[src/rtl/ab_alu_datapath.sv]
// ab_alu_datapath: 4-bit A/B register pair with a small ALU and a carry flag.
// A and B load from RAM, TMP, each other, or the ALU result. A is fanned out
// to three gated output buses.
// Optional feature: define ALU_SUB_EN to enable opcode 0100 (SUB A,B). Without
// it, 0100 decodes as an unknown opcode and no subtractor is built.
module ab_alu_datapath (
  input  logic       clk,
  input  logic       reset,
  input  logic [3:0] ram_in,
  input  logic [3:0] tmp_in,
  input  logic [3:0] opcode,
  input  logic       la_ram,
  input  logic       la_b,
  input  logic       lb_tmp,
  input  logic       eu,
  input  logic       e_atmp,
  input  logic       ea_ram,
  input  logic       ea_out,
  output logic [3:0] a_to_tmp,
  output logic [3:0] a_to_ram,
  output logic [3:0] a_to_out,
  output logic [3:0] a_q,
  output logic [3:0] b_q,
  output logic       carry
);

  typedef enum logic [3:0] {
    OP_ADD_AB = 4'b0010,
    OP_SUB_AB = 4'b0100,
    OP_ADD_AT = 4'b0101,
    OP_ADD_BA = 4'b0110
  } alu_op_e;

  logic [3:0] r_a;
  logic [3:0] r_b;
  logic       r_carry;

  logic [4:0] w_alu_res;
  logic       w_dst_a;
  logic       w_dst_b;
  logic       w_alu_a_wr;
  logic       w_alu_b_wr;
  logic       w_alu_c_wr;

  // Opcode decode and 5-bit ALU; bit 4 is carry for ADD and borrow for SUB
  always_comb begin
    w_alu_res = '0;
    w_dst_a   = 1'b0;
    w_dst_b   = 1'b0;
    case (opcode)
      OP_ADD_AB: begin
        w_alu_res = {1'b0, r_a} + {1'b0, r_b};
        w_dst_a   = 1'b1;
      end
`ifdef ALU_SUB_EN
      OP_SUB_AB: begin
        // 5-bit wrap puts the borrow in bit 4 exactly when A < B
        w_alu_res = {1'b0, r_a} - {1'b0, r_b};
        w_dst_a   = 1'b1;
      end
`endif
      OP_ADD_AT: begin
        w_alu_res = {1'b0, r_a} + {1'b0, tmp_in};
        w_dst_a   = 1'b1;
      end
      OP_ADD_BA: begin
        w_alu_res = {1'b0, r_b} + {1'b0, r_a};
        w_dst_b   = 1'b1;
      end
      default: begin
        w_alu_res = '0;
        w_dst_a   = 1'b0;
        w_dst_b   = 1'b0;
      end
    endcase
  end

  assign w_alu_a_wr = eu & w_dst_a;
  assign w_alu_b_wr = eu & w_dst_b;
  assign w_alu_c_wr = w_alu_a_wr | w_alu_b_wr;

  // A register: ALU result beats la_b, which beats la_ram
  always_ff @(posedge clk or posedge reset) begin
    if (reset) begin
      r_a <= '0;
    end else if (w_alu_a_wr) begin
      r_a <= w_alu_res[3:0];
    end else if (la_b) begin
      r_a <= r_b;
    end else if (la_ram) begin
      r_a <= ram_in;
    end
  end

  // B register: ALU result beats lb_tmp; with la_b this forms the A/B exchange
  always_ff @(posedge clk or posedge reset) begin
    if (reset) begin
      r_b <= '0;
    end else if (w_alu_b_wr) begin
      r_b <= w_alu_res[3:0];
    end else if (lb_tmp) begin
      r_b <= tmp_in;
    end
  end

  // Carry flag: only touched by a recognised arithmetic operation
  always_ff @(posedge clk or posedge reset) begin
    if (reset) begin
      r_carry <= 1'b0;
    end else if (w_alu_c_wr) begin
      r_carry <= w_alu_res[4];
    end
  end

  assign a_q      = r_a;
  assign b_q      = r_b;
  assign carry    = r_carry;
  assign a_to_tmp = e_atmp ? r_a : '0;
  assign a_to_ram = ea_ram ? r_a : '0;
  assign a_to_out = ea_out ? r_a : '0;

endmodule

[config.mk]
export PLATFORM = sky130hd
export DESIGN_NAME = ab_alu_datapath
export DESIGN_NICKNAME = d
export VERILOG_FILES = /design/src/rtl/ab_alu_datapath.sv
export SDC_FILE = /design/constraint.sdc
export NUM_CORES = 1
export LEC_CHECK = 0
export ABC_AREA = 1
export CORE_AREA = 2 2 39 41
export CTS_BUF_LIST = sky130_fd_sc_hd__clkbuf_8
export CTS_CLUSTER_SIZE = 14
export DETAILED_ROUTE_END_ITERATION = 8
export DIE_AREA = 0 0 41 43
export DONT_BUFFER_PORTS = 1
export GPL_TIMING_DRIVEN = 0
export PLACE_DENSITY_LB_ADDON = 0.1
export SLEW_MARGIN = 20
export SYNTH_ARGS = -nofsm -noshare
export SYNTH_HDL_FRONTEND = slang
export SYNTH_SLANG_ARGS = --single-unit
[constraint.sdc]
create_clock -name clk -period 2.5 [get_ports clk]
set_input_delay 0.625 -clock clk [delete_from_list [all_inputs] [get_ports clk]]
set_output_delay 0.625 -clock clk [all_outputs]
set_load 0.03 [all_outputs]
=== Yosys cells after proc, flatten, opt, wreduce, memory -nomap -nowiden ===
Cells that the tools add are included.

* Flip-flop bits (word level): 9
* Latch bits: 0
* RAM bits: 0
* Bits in read-only memories: 0
* Output and inout bits: 21
* Logic and storage cells: 26
* Memories: 0

* $add $sub $neg: 2
* $mul: 0
* Divide/modulo/power cells: 0
* Order comparisons: 0
* Equal/unequal tests: 3
* Shifts and indexed selects: 0
* Multiplexer cells: 11
* Bitwise logic cells: 3
* Reduce and logical (&&, ||, !) cells: 4

{| class="wikitable"
|+ Operator list
! kind !! count
|-
| $mux 4 || 8
|-
| $add 4x4->5 || 2
|-
| $pmux 5 s2 || 1
|-
| $eq 4x3->1 const B || 2
|-
| $eq 4x2->1 const B || 1
|-
| $reduce_or 2->1 || 2
|-
| $reduce_bool 3->1 || 1
|-
| $and 1x1->1 || 2
|-
| $mux 1 || 2
|-
| $reduce_bool 2->1 || 1
|-
| $or 1x1->1 || 1
|}

=== Logic depth before layout (Yosys ltp) ===
* Depth in word-level cells: 5
* Gate-level depth with buffers: 13
* Mapped depth without buffers: 13

=== Least setup slack after synthesis ===
Ideal clock, no wire load.

* Kind: input -> register
* Start point: input port opcode[1]
* End point: register r_b[2], in the netlist b_q[2]
* Arrival: 2,196 ps
* Slack: 236 ps
* Cell stages on the path: 9
* Path through: inv_1 nor2_2 nand2_1 mux2_2 ha_1 fa_1 xnor2_1 or2_0 nand3_1

* Longest elaborated chain between the ends: 4
* Elaborated cells on any way between the ends: 9

{| class="wikitable"
|+ RTL lines
! item !! RTL line !! text
|-
| start, declared || 11 || <nowiki>input logic [3:0] opcode,</nowiki>
|-
| $eq 4x3->1 or $eq 4x2->1 (tied branches) || 50 || <nowiki>case (opcode)</nowiki>
|-
| $reduce_or 2->1 (no line) or $mux 1 (tied branches) || n/a ||
|-
| $pmux 5 s2 or $and 1x1->1 (tied branches) || 50, 79 ||
|-
| $mux 4 or $reduce_bool 2->1 (tied branches) || n/a ||
|-
| end signal, assigned || 100 || <nowiki>r_b <= w_alu_res[3:0];</nowiki>
|-
| end signal, assigned || 102 || <nowiki>r_b <= tmp_in;</nowiki>
|-
| end, declared || 35 || <nowiki>logic [3:0] r_b;</nowiki>
|}

Several ways; a longest one is shown, not always the timed one.
A chain may end at the register's enable or synchronous reset.

=== Final worst setup path ===
Same ends and word-level chain as after synthesis.

==> out/qor_table.md <==
| Metric | This run | Unit |
|:---|:---|:---|
| Cell count after synthesis | 128 | - |
| Remaining design rule violation count | 0 | - |
| Final clock skew | 0.000983 | ns |
| Cell area after placement | 841 | µm² |
| Clock sinks | 9 | - |
| Final Wtd Congestion | 0.833 | - |
| Number of slew-limit violations in the final report | 0 | - |
| Result of the run | completed | - |
| FP Rows | 14 | - |
| Max Buffers Root-to-Sink | 2 | - |
| Post-CTS Repair Setup Buffers | 0 | - |
| Final design area excluding fillers | 886 | µm² |
| Root cell of the clock tree | sky130_fd_sc_hd__clkbuf_8 | - |
| Launching element type of the critical path | input port | - |
| Layout Area Growth over Synthesis | 7.93 | % |
| Yosys cell types | 19 | - |
| Floorplan die width | 41 | µm |
| Maximum number of pins on one net before global-route repair | 10 | - |
| Leakage power | 0.000566 | µW |
| Clock transition at the register clock pins on the worst setup and hold paths after CTS | 0.05 | ns |
| Total Die Area | 1760 | µm² |
| Gates resized, CTS repair | 0 | - |
| Design Power | 579 | µW |
| Antenna-violating nets left | 0 | - |
| Synth Warn # | 0 | - |
| Drt first-iter violations | 12 | - |
| CTS H-tree lvls | 1 | - |
| Detailed Route WL | 1.84 | mm |
| Non-filler instance count after layout | 148 | - |
| Overflow left after global routing | 0 | - |
| Number of buffers inserted during clock tree synthesis | 3 | - |
| Average wire per standard cell | 12.4 | µm |
| Hold slack final | 0.261 | ns |
| Minimum clock period after layout | 2.17 | ns |
| Worst Max-Slew Pin Slew | 0.505 | ns |
| Area of the placeable core | 1380 | µm² |
| Hold buffers post-CTS | 0 | - |
| Final hold violation count | 0 | - |
| Filler cell count in the final layout | 132 | - |
| Via count | 792 | - |
| Total nets after synthesis | 154 | - |
| Total iterations of the first detailed-routing run | 4 | - |
| Worst voltage drop across the vdd grid | 0.000392 | V |
| Critical path class | input port to flip-flop | - |
| Post-Place Cells | 144 | - |
| Mux share of post-synthesis cell area | 0.0671 | - |
| Drt via density | 5.35 | - |
| Diodes inserted | 0 | - |
| Final layout net count | 159 | - |
| Antenna violations before repair | 0 | - |
| Ports placed on the boundary | 42 | - |
| Total Routing Usage GR | 0.220 | - |
| First-pass GRT wire length | 2.70 | mm |
| Synthesized-area fraction occupied by adder cells | 0.0854 | - |
| Total of flip-flops plus latches after synthesis | 9 | - |
| Setup TNS Final | 0 | ns |
| Most frequent cells in the layout | sky130_fd_sc_hd__nand2_1 (44), sky130_fd_sc_hd__inv_1 (25), sky130_fd_sc_hd__nand3_1 (14) | - |
| Count of input and output buffers | 0 | - |
| Complex-gate fraction of the synthesized area | 0.0671 | - |
| Die H | 43 | µm |
| Total of max-cap violations | 0 | - |
| Starting Density | 0.593 | - |
| Worst hold path class | input port to asynchronous set/reset pin | - |
| Post-synthesis area per instance | 6.41 | µm² |
| HPWL after DPL | 1.44 | mm |
| F_max | 460 | MHz |
| Most common cell after layout, fill and taps aside | sky130_fd_sc_hd__nand2_1 | - |
| Final critical-path share of the clock period | 0.869 | - |
| TritonCTS clock tree | built | - |
| Count of endpoints failing setup in the final report | 0 | - |
| CP Capture Type | flip-flop | - |
| Fraction of layout instances using a drive strength above 1 | 0.106 | - |
| Sequential share of the synthesized area | 0.274 | - |
| Maximum fanout count along the critical path | 5 | - |
| Worst slew slack as a fraction of its limit | 0.663 | - |
| Area share of xor/xnor cells in the synthesized design | 0.0107 | - |
| Clk Latency, worst-skew pair | 0.23 | ns |
| Unrepaired setup endpoints after global routing | false | - |
| Register-to-register setup slack | 0.49 | ns |
| Power per cell area | 654 | nW/µm² |
| Data arrival time of the critical path | 2.28 | ns |
| Combinational family with the most area after synthesis | simple AND/OR/NAND/NOR gates | - |
| Simple-gate share of the synthesized area | 0.380 | - |
| Number of global-route vias before repair | 668 | - |
| Post-synthesis instance area | 821 | µm² |
| Required time worst endpoint | 2.61 | ns |
==> synthesized netlist by cell type <==
library cell,count,area share
sky130_fd_sc_hd__or2_2,1,0.0076
sky130_fd_sc_hd__nand3_1,14,0.085
sky130_fd_sc_hd__dfrtp_1,9,0.27
sky130_fd_sc_hd__nand2_1,44,0.20
sky130_fd_sc_hd__o21ba_2,1,0.012
sky130_fd_sc_hd__xnor2_1,1,0.011
sky130_fd_sc_hd__nand2_4,1,0.014
sky130_fd_sc_hd__ha_1,4,0.061
sky130_fd_sc_hd__nor2_1,9,0.041
sky130_fd_sc_hd__a21oi_1,4,0.024
sky130_fd_sc_hd__nand2_2,2,0.015
sky130_fd_sc_hd__buf_2,1,0.0061
sky130_fd_sc_hd__mux2_2,4,0.055
sky130_fd_sc_hd__inv_1,24,0.11
sky130_fd_sc_hd__or2_0,1,0.0076
sky130_fd_sc_hd__fa_1,1,0.024
sky130_fd_sc_hd__mux2i_1,1,0.012
sky130_fd_sc_hd__o21ai_0,5,0.030
sky130_fd_sc_hd__nor2_2,1,0.0076
==> per-stage QoR <==
step                      setup slack, ns   util
after global routing                0.153  0.640
after CTS                           0.323  0.640
after floorplan                     0.236      -
final                               0.327  0.640
after global placement              0.105  0.608
after detailed placement           0.0920  0.608
==> flip-flops by register name (all words and copies together) (netlist names) <==
| signal | count |
|---|---|
| a_q | 4 |
| b_q | 4 |
| carry | 1 |
==> layer usage <==
metal,up-vias,track usage,routed length [µm]
met5,-,0,0
met4,0,0.0800,36
met3,6,0.0471,155
met2,28,0.350,865
met1,354,0.280,785
li1,404,-,-
==> final timing paths <==
check,startpoint,endpoint,depth (start not counted)
worst min-delay path,reset,a_q[2],1
worst max register to register,b_q[0],b_q[2],6
min in group clk,tmp_in[1],b_q[1],2
worst max-delay path,opcode[1],b_q[2],9
worst min register to register,carry,carry,2
max in group asynchronous,reset,a_q[0],1
==> where the power goes <==
group	total, µW	internal [µW]	switching [µW]
clock	168	107	60.8
combinational	172	59.1	113
sequential	239	166	72.7
total	579	332	247
==> area by class of cell <==
type,instances,area (µm²),area share
Multi-Input combinational cell,94,500,0.565
Tap cell,16,20.0,0.0226
Clock buffer,3,41.3,0.0466
Buffer,1,5.00,0.00565
Clock inverter,1,3.75,0.00424
Inverter,24,90.1,0.102
Sequential cell,9,225,0.254
==> logic make-up after synthesis <==
logic type | count (synthesis)
buf+inv | 25
compound gates | 10
mux | 5
xor+xnor | 1
fa+ha+maj | 5
simple gates | 73
flops | 9
==> worst max-delay path: stages <==
cell and delay (ns):
sky130_fd_sc_hd__inv_1 0.04, sky130_fd_sc_hd__nor2_2 0.04, sky130_fd_sc_hd__nand2_1 0.15, sky130_fd_sc_hd__mux2_2 0.36, sky130_fd_sc_hd__ha_1 0.20, sky130_fd_sc_hd__fa_1 0.41
sky130_fd_sc_hd__xnor2_1 0.23, sky130_fd_sc_hd__or2_0 0.14, sky130_fd_sc_hd__nand3_1 0.08
Power figures use the tool's default switching activity.
